<file path="src/rtl/id_pkg.sv">
// Shared ID-stage types: opcode/funct constants, register index type,
// IF/ID bundle and immediate sign-extension helper.
package id_pkg;

  typedef logic [4:0] reg_idx_t;

  localparam logic [5:0] OP_RTYPE = 6'h00;
  localparam logic [5:0] OP_BEQ   = 6'h04;
  localparam logic [5:0] OP_LW    = 6'h23;
  localparam logic [5:0] OP_SW    = 6'h2B;

  typedef struct packed {
    logic [31:0] instr;
    logic [31:0] pcplus4;
    logic        valid;
  } if_id_t;

  function automatic logic [31:0] sext16(
    input logic [15:0] v
  );
    return {{16{v[15]}}, v};
  endfunction

endpackage

</file>
<file path="src/rtl/id_stage_if.sv">
// Fetch/writeback inputs and decoded outputs of the ID stage.
// master: drives fetch, stall/flush, writeback; slave: the stage.
interface id_stage_if;
  import id_pkg::*;

  logic [31:0] if_instr;
  logic [31:0] if_pcplus4;
  logic        if_valid;
  logic        stall;
  logic        flush;
  logic        wb_regwrite;
  reg_idx_t    wb_rd;
  logic [31:0] wb_data;

  logic        id_valid;
  logic [31:0] id_pcplus4;
  reg_idx_t    id_rs;
  reg_idx_t    id_rt;
  reg_idx_t    id_rd;
  logic [5:0]  id_opcode;
  logic [5:0]  id_funct;
  logic [31:0] id_rs_data;
  logic [31:0] id_rt_data;
  logic [31:0] id_imm_sext;
  logic        id_branch;
  logic [31:0] id_branch_target;

  modport master (
    output if_instr, if_pcplus4, if_valid,
    output stall, flush,
    output wb_regwrite, wb_rd, wb_data,
    input  id_valid, id_pcplus4,
    input  id_rs, id_rt, id_rd,
    input  id_opcode, id_funct,
    input  id_rs_data, id_rt_data,
    input  id_imm_sext, id_branch,
    input  id_branch_target
  );

  modport slave (
    input  if_instr, if_pcplus4, if_valid,
    input  stall, flush,
    input  wb_regwrite, wb_rd, wb_data,
    output id_valid, id_pcplus4,
    output id_rs, id_rt, id_rd,
    output id_opcode, id_funct,
    output id_rs_data, id_rt_data,
    output id_imm_sext, id_branch,
    output id_branch_target
  );

endinterface

</file>
<file path="src/rtl/regfile32.sv">
// 32x32 register file, 2 comb read ports, 1 write port, r0 = 0.
// REGFILE_BYPASS_EN: same-cycle write data forwarded to reads.
module regfile32
  import id_pkg::*;
(
  input  logic        clk,
  input  logic        reset,
  input  reg_idx_t    ra1_i,
  input  reg_idx_t    ra2_i,
  output logic [31:0] rd1_o,
  output logic [31:0] rd2_o,
  input  logic        we_i,
  input  reg_idx_t    wa_i,
  input  logic [31:0] wd_i
);

  logic [31:0] regs_q [32];
  logic        wr_en;

  assign wr_en = we_i && (wa_i != '0);

  always_ff @(posedge clk or negedge reset) begin
    if (!reset) begin
      for (int i = 0; i < 32; i++)
        regs_q[i] <= '0;
    end else if (wr_en) begin
      regs_q[wa_i] <= wd_i;
    end
  end

  always_comb begin
    rd1_o = (ra1_i == '0) ? '0 : regs_q[ra1_i];
    rd2_o = (ra2_i == '0) ? '0 : regs_q[ra2_i];
`ifdef REGFILE_BYPASS_EN
    if (wr_en && (wa_i == ra1_i))
      rd1_o = wd_i;
    if (wr_en && (wa_i == ra2_i))
      rd2_o = wd_i;
`else
`endif
  end

endmodule

</file>
<file path="src/rtl/id_stage.sv">
// Decode stage: IF/ID register (flush > stall > load), field
// decode, regfile read, beq detect and branch target. Macro:
// REGFILE_BYPASS_EN enables write-to-read forwarding.
// Ports: clk, reset (async active-low), bus (id_stage_if.slave).
module id_stage
  import id_pkg::*;
#(
  parameter logic [31:0] NOP_INSTR = 32'h0000_0000
) (
  input  logic       clk,
  input  logic       reset,
  id_stage_if.slave  bus
);

  if_id_t if_id_q;
  if_id_t if_id_d;

  always_comb begin
    if_id_d = if_id_q;
    priority case (1'b1)
      bus.flush: begin
        if_id_d.instr   = NOP_INSTR;
        if_id_d.pcplus4 = '0;
        if_id_d.valid   = 1'b0;
      end
      bus.stall: ;
      default: begin
        if_id_d.instr   = bus.if_instr;
        if_id_d.pcplus4 = bus.if_pcplus4;
        if_id_d.valid   = bus.if_valid;
      end
    endcase
  end

  always_ff @(posedge clk or negedge reset) begin
    if (!reset) begin
      if_id_q.instr   <= NOP_INSTR;
      if_id_q.pcplus4 <= '0;
      if_id_q.valid   <= 1'b0;
    end else begin
      if_id_q <= if_id_d;
    end
  end

  logic [31:0] instr;
  logic [31:0] imm;

  assign instr = if_id_q.instr;
  assign imm   = sext16(instr[15:0]);

  assign bus.id_valid    = if_id_q.valid;
  assign bus.id_pcplus4  = if_id_q.pcplus4;
  assign bus.id_opcode   = instr[31:26];
  assign bus.id_rs       = instr[25:21];
  assign bus.id_rt       = instr[20:16];
  assign bus.id_rd       = instr[15:11];
  assign bus.id_funct    = instr[5:0];
  assign bus.id_imm_sext = imm;

  assign bus.id_branch =
    if_id_q.valid && (instr[31:26] == OP_BEQ);

  // word offset; carry out of bit 31 is dropped
  assign bus.id_branch_target =
    if_id_q.pcplus4 + {imm[29:0], 2'b00};

  regfile32 u_rf (
    .clk   (clk),
    .reset (reset),
    .ra1_i (instr[25:21]),
    .ra2_i (instr[20:16]),
    .rd1_o (bus.id_rs_data),
    .rd2_o (bus.id_rt_data),
    .we_i  (bus.wb_regwrite),
    .wa_i  (bus.wb_rd),
    .wd_i  (bus.wb_data)
  );

endmodule
</file>
<file path="src/flat_wrapper.sv">
// flat-port wrapper written by rule: the top's interface ports become plain ports
module id_stage_flat import id_pkg::*;
#(
  parameter logic [31:0] NOP_INSTR = 32'h0000_0000
)
  (clk, reset, bus_if_instr, bus_if_pcplus4, bus_if_valid, bus_stall, bus_flush, bus_wb_regwrite, bus_wb_rd, bus_wb_data, bus_id_valid, bus_id_pcplus4, bus_id_rs, bus_id_rt, bus_id_rd, bus_id_opcode, bus_id_funct, bus_id_rs_data, bus_id_rt_data, bus_id_imm_sext, bus_id_branch, bus_id_branch_target);
  id_stage_if bus_i ();
  input  logic clk;
  input  logic reset;
  input wire logic [$bits(bus_i.if_instr)-1:0] bus_if_instr;
  input wire logic [$bits(bus_i.if_pcplus4)-1:0] bus_if_pcplus4;
  input wire logic [$bits(bus_i.if_valid)-1:0] bus_if_valid;
  input wire logic [$bits(bus_i.stall)-1:0] bus_stall;
  input wire logic [$bits(bus_i.flush)-1:0] bus_flush;
  input wire logic [$bits(bus_i.wb_regwrite)-1:0] bus_wb_regwrite;
  input wire logic [$bits(bus_i.wb_rd)-1:0] bus_wb_rd;
  input wire logic [$bits(bus_i.wb_data)-1:0] bus_wb_data;
  output wire logic [$bits(bus_i.id_valid)-1:0] bus_id_valid;
  output wire logic [$bits(bus_i.id_pcplus4)-1:0] bus_id_pcplus4;
  output wire logic [$bits(bus_i.id_rs)-1:0] bus_id_rs;
  output wire logic [$bits(bus_i.id_rt)-1:0] bus_id_rt;
  output wire logic [$bits(bus_i.id_rd)-1:0] bus_id_rd;
  output wire logic [$bits(bus_i.id_opcode)-1:0] bus_id_opcode;
  output wire logic [$bits(bus_i.id_funct)-1:0] bus_id_funct;
  output wire logic [$bits(bus_i.id_rs_data)-1:0] bus_id_rs_data;
  output wire logic [$bits(bus_i.id_rt_data)-1:0] bus_id_rt_data;
  output wire logic [$bits(bus_i.id_imm_sext)-1:0] bus_id_imm_sext;
  output wire logic [$bits(bus_i.id_branch)-1:0] bus_id_branch;
  output wire logic [$bits(bus_i.id_branch_target)-1:0] bus_id_branch_target;
  assign bus_i.if_instr = bus_if_instr;
  assign bus_i.if_pcplus4 = bus_if_pcplus4;
  assign bus_i.if_valid = bus_if_valid;
  assign bus_i.stall = bus_stall;
  assign bus_i.flush = bus_flush;
  assign bus_i.wb_regwrite = bus_wb_regwrite;
  assign bus_i.wb_rd = bus_wb_rd;
  assign bus_i.wb_data = bus_wb_data;
  assign bus_id_valid = bus_i.id_valid;
  assign bus_id_pcplus4 = bus_i.id_pcplus4;
  assign bus_id_rs = bus_i.id_rs;
  assign bus_id_rt = bus_i.id_rt;
  assign bus_id_rd = bus_i.id_rd;
  assign bus_id_opcode = bus_i.id_opcode;
  assign bus_id_funct = bus_i.id_funct;
  assign bus_id_rs_data = bus_i.id_rs_data;
  assign bus_id_rt_data = bus_i.id_rt_data;
  assign bus_id_imm_sext = bus_i.id_imm_sext;
  assign bus_id_branch = bus_i.id_branch;
  assign bus_id_branch_target = bus_i.id_branch_target;
  id_stage #(.NOP_INSTR(NOP_INSTR)) u_core (.clk(clk), .reset(reset), .bus(bus_i));
endmodule
</file>
<file path="config.mk">
export PLATFORM = sky130hd
export DESIGN_NAME = id_stage_flat
export DESIGN_NICKNAME = d
export VERILOG_FILES = /design/src/rtl/id_pkg.sv /design/src/rtl/id_stage_if.sv /design/src/rtl/regfile32.sv /design/src/rtl/id_stage.sv /design/src/flat_wrapper.sv
export SDC_FILE = /design/constraint.sdc
export NUM_CORES = 2
export LEC_CHECK = 0
export ABC_CLOCK_PERIOD_IN_PS = 2600
export BUFFER_PORTS_ARGS = -buffer_cell sky130_fd_sc_hd__buf_4
export CAP_MARGIN = 20
export CORE_ASPECT_RATIO = 0.8
export CORE_MARGIN = 3
export CORE_UTILIZATION = 45
export CTS_CLUSTER_DIAMETER = 150
export DETAILED_ROUTE_END_ITERATION = 16
export HOLD_SLACK_MARGIN = 0.1
export SETUP_SLACK_MARGIN = 0.05
export SLEW_MARGIN = 20
export SYNTH_ARGS = -nofsm -noshare
export SYNTH_HDL_FRONTEND = slang
export SYNTH_HIERARCHICAL = 1
export SYNTH_SLANG_ARGS = --single-unit
</file>
<file path="constraint.sdc">
create_clock -name clk -period 2.6 [get_ports clk]
set_clock_uncertainty 0.2 [all_clocks]
set_input_delay 0.13 -clock clk [delete_from_list [all_inputs] [get_ports clk]]
set_output_delay 0.13 -clock clk [all_outputs]
set_load 0.02 [all_outputs]
</file>
==> impl_results.md <==
- CTS tree: built
- Clock sink total: 1089
- Synth Area per Inst: 14.3 um2
- Measured slew at the worst slew-check pin: 0.965 ns
- Ports: 296
- Max Fclk: 283 MHz
- Req. time, crit path: 2.27 ns
- Row cnt: 118
- Synth unique cells: 61
- Syn. warnings: 6
- Slew headroom: 35.6%
- Max cap viols: 0
- Final net count: 5233
- GPL Wtd Cong: 0.892
- Synth Net Count: 4270
- Largest net degree at the start of global routing: 101
- Largest cells by area after synthesis: dfrtp_1 (46%), mux2_2 (20%), mux4_2 (17%)
- Vias: 44361
- Post-route ant nets: 0
- Max IR drop VDD: 0.560 mV
- Final WS setup: -0.929 ns
- H-Tree Level Count: 3
- Chip width: 411 um
- Synth Register Bits: 1089
- Share of layout cells above drive strength 1: 61.5%
- Post-synth EDFFs: 0
- Area leader, netlist: dfrtp_1
- Initial Util: 45.5%
- Final core utilization: 61.9%
- GRT Total Usage: 32.5%
- Synth top area share: 46.1%
- Async S/R FF share, synth: 100%
- Fin. Hold Viols: 0
- Initial drt markers: 4398
- Wire per inst: 32.4 um
- Max FO, Critical Path: 3
- Top cells by count, synth: dfrtp_1 (1089), mux2_2 (1047), mux4_2 (448), clkbuf_1 (234), mux2i_1 (193)
- P_leak: 0.0343 uW
- First-pass GRT wire length: 322000 um
- Final wirelength: 225000 um
- Cts bufs inserted: 113
- Status: complete, but fails checks
- Most numerous cell in the Yosys netlist: dfrtp_1
- Failing checks: setup timing
- Root buf cell: clkbuf_16
- Die Area: 0.136 mm2
- Clk pin slew, worst setup/hold paths: 0.06 ns
- Max-slew violation total from the final report: 0
- Die Y: 330 um
- DRT Pass-1 Iters: 6
- Top_reg_cell synth: dfrtp_1
- Post-DP HPWL: 136000 um
- Initial antenna violation count: 8
- CP arrival: 3.20 ns
- Syn-to-layout area delta: 36.1%
- Critical Path Sink Type: primary output
- Critical Path Source Type: flip-flop
- Overflow after GRT: 0
- Bufs on Longest Clock Path: 3
- Hold Path Class: flip-flop to flip-flop
- Crit path time final: 3.53 ns
- Core Area: 0.130 mm2
- Number of global-route vias before repair: 44603
- Critical path type: flip-flop to primary output
- Mapped Cells: 4133
- Mapped cell area: 0.0591 mm2
- Setup Viol. Count Final: 91
- Final Cycle Share: 136%
- RSZ-0062 raised after global routing: yes
- Total power: 54200 uW
- Port Buffers: 295
- Part of the Yosys area used for sequential elements: 46.1%
- Vias/cell: 6.40
- Worst-skew pair later-pin latency: 0.73 ns
- DRC Markers: 0
- PwrDens: 674 mW/mm2
==> final cells by class <==
type                       count  area (um2)
antenna                        4        10.0
clock buffer                 157        3280
clock inverter                50         692
fill                        9644       49600
inverter                       8        47.5
multi-input combinational   2555       32700
sequential                  1089       27300
tap                         1740        2180
timing repair buffer        1329       14200
==> timing repair <==
item	in CTS	in global routing
hold buffers	291	0
setup endpoints to repair	91	92
endpoints found under the hold margin	2146	0
pin swaps	127	128
resized for setup	652	312
buffers inserted	108	86
gates cloned	22	8
==> routing by layer <==
metal	vias to the layer above	GRT usage, %	share of wire [%]
li1	17836	-	-
met1	23897	47.5	43
met2	2222	48.4	44
met3	400	8.68	10
met4	6	8.19	2.8
met5	-	0	0.018
==> power by group <==
part	total, uW	internal (uW)	switching (uW)
clock	17600	10300	7280
combinational	14200	8060	6110
sequential	22400	20000	2400
total	54200	38400	15800
==> sequential cells by signal, indices dropped and copies added, names as in the netlist <==
register,flops
u_core/u_rf/regs_q,1024
u_core/instr,32
u_core/bus.id_valid,1
u_core/bus.id_pcplus4,32
==> kinds of logic (layout without fill, tap and decap cells) <==
| logic type | after synthesis | in the layout | share of synthesized area [%] |
|---|---|---|---|
| AO/OA/AOI/OAI | 474 | 474 | 5.72 |
| XOR/XNOR | 23 | 23 | 0.341 |
| adder cells (fa/ha/maj) | 30 | 30 | 0.648 |
| buffers and inverters | 489 | 1544 | 3.92 |
| flip-flops | 1089 | 1089 | 46.1 |
| multiplexers | 1699 | 1699 | 40.5 |
| other | 0 | 4 | 0 |
| AND/OR/NAND/NOR | 329 | 329 | 2.71 |
==> worst max-delay path, cell delays in order, from the launching register on <==
cell and delay, ns:
dfrtp_2 0.39, ha_4 0.15, inv_2 0.04, fa_2 0.34
nand2b_4 0.16, a211oi_4 0.30, o21bai_2 0.15, a2111oi_4 0.37
o211ai_1 0.16, a221oi_2 0.23, buf_4 0.18
==> path summary, 6_finish.rpt <==
| kind | startpoint | to | slack (ns) | cells past startpoint |
|---|---|---|---|---|
| worst max register to register | u_core/instr[25] | u_core/instr[25] | 0.13 | 5 |
| worst max-delay path | u_core/bus.id_pcplus4[2] | bus_id_branch_target[26] | -0.93 | 10 |
| max in group asynchronous | reset | u_core/u_rf/regs_q[875] | 0.85 | 6 |
| min in group asynchronous | reset | u_core/u_rf/regs_q[728] | 0.33 | 4 |
| worst min-delay path | u_core/u_rf/regs_q[999] | u_core/u_rf/regs_q[999] | 0.20 | 0 |
| worst min register to register | u_core/u_rf/regs_q[999] | u_core/u_rf/regs_q[999] | 0.20 | 0 |
==> per-stage QoR <==
step           cell area, um2  setup WS, ns  setup TNS [ns]  hold WS [ns]  cells
6_report                80400        -0.929          -64.54         0.196   6932
5_1_grt                 80400         -1.03          -70.80         0.208   6929
4_1_cts                 78300        -0.939          -65.82         0.198   6862
3_5_place_dp            67100        -0.540          -12.48        -0.165   6243
3_3_place_gp            67100        -0.497          -12.14        -0.164   6243
2_1_floorplan           59200        -0.242          -0.579        -0.366   4133
==> cells in the final DEF (no fill, tap or decap), types with 47 or more instances in the layout <==
cell           count
buf_12           158
mux2_2          1010
buf_4            671
dfrtp_1         1075
buf_6            141
a211oi_2          53
nor2b_1           47
o21ai_2           59
a22oi_2           52
mux4_2           448
clkbuf_16        122
mux2i_1          184
nand2_1           62
dlygate4sd3_1    290
nor2_1            88
(Power assumes the default switching activity.)
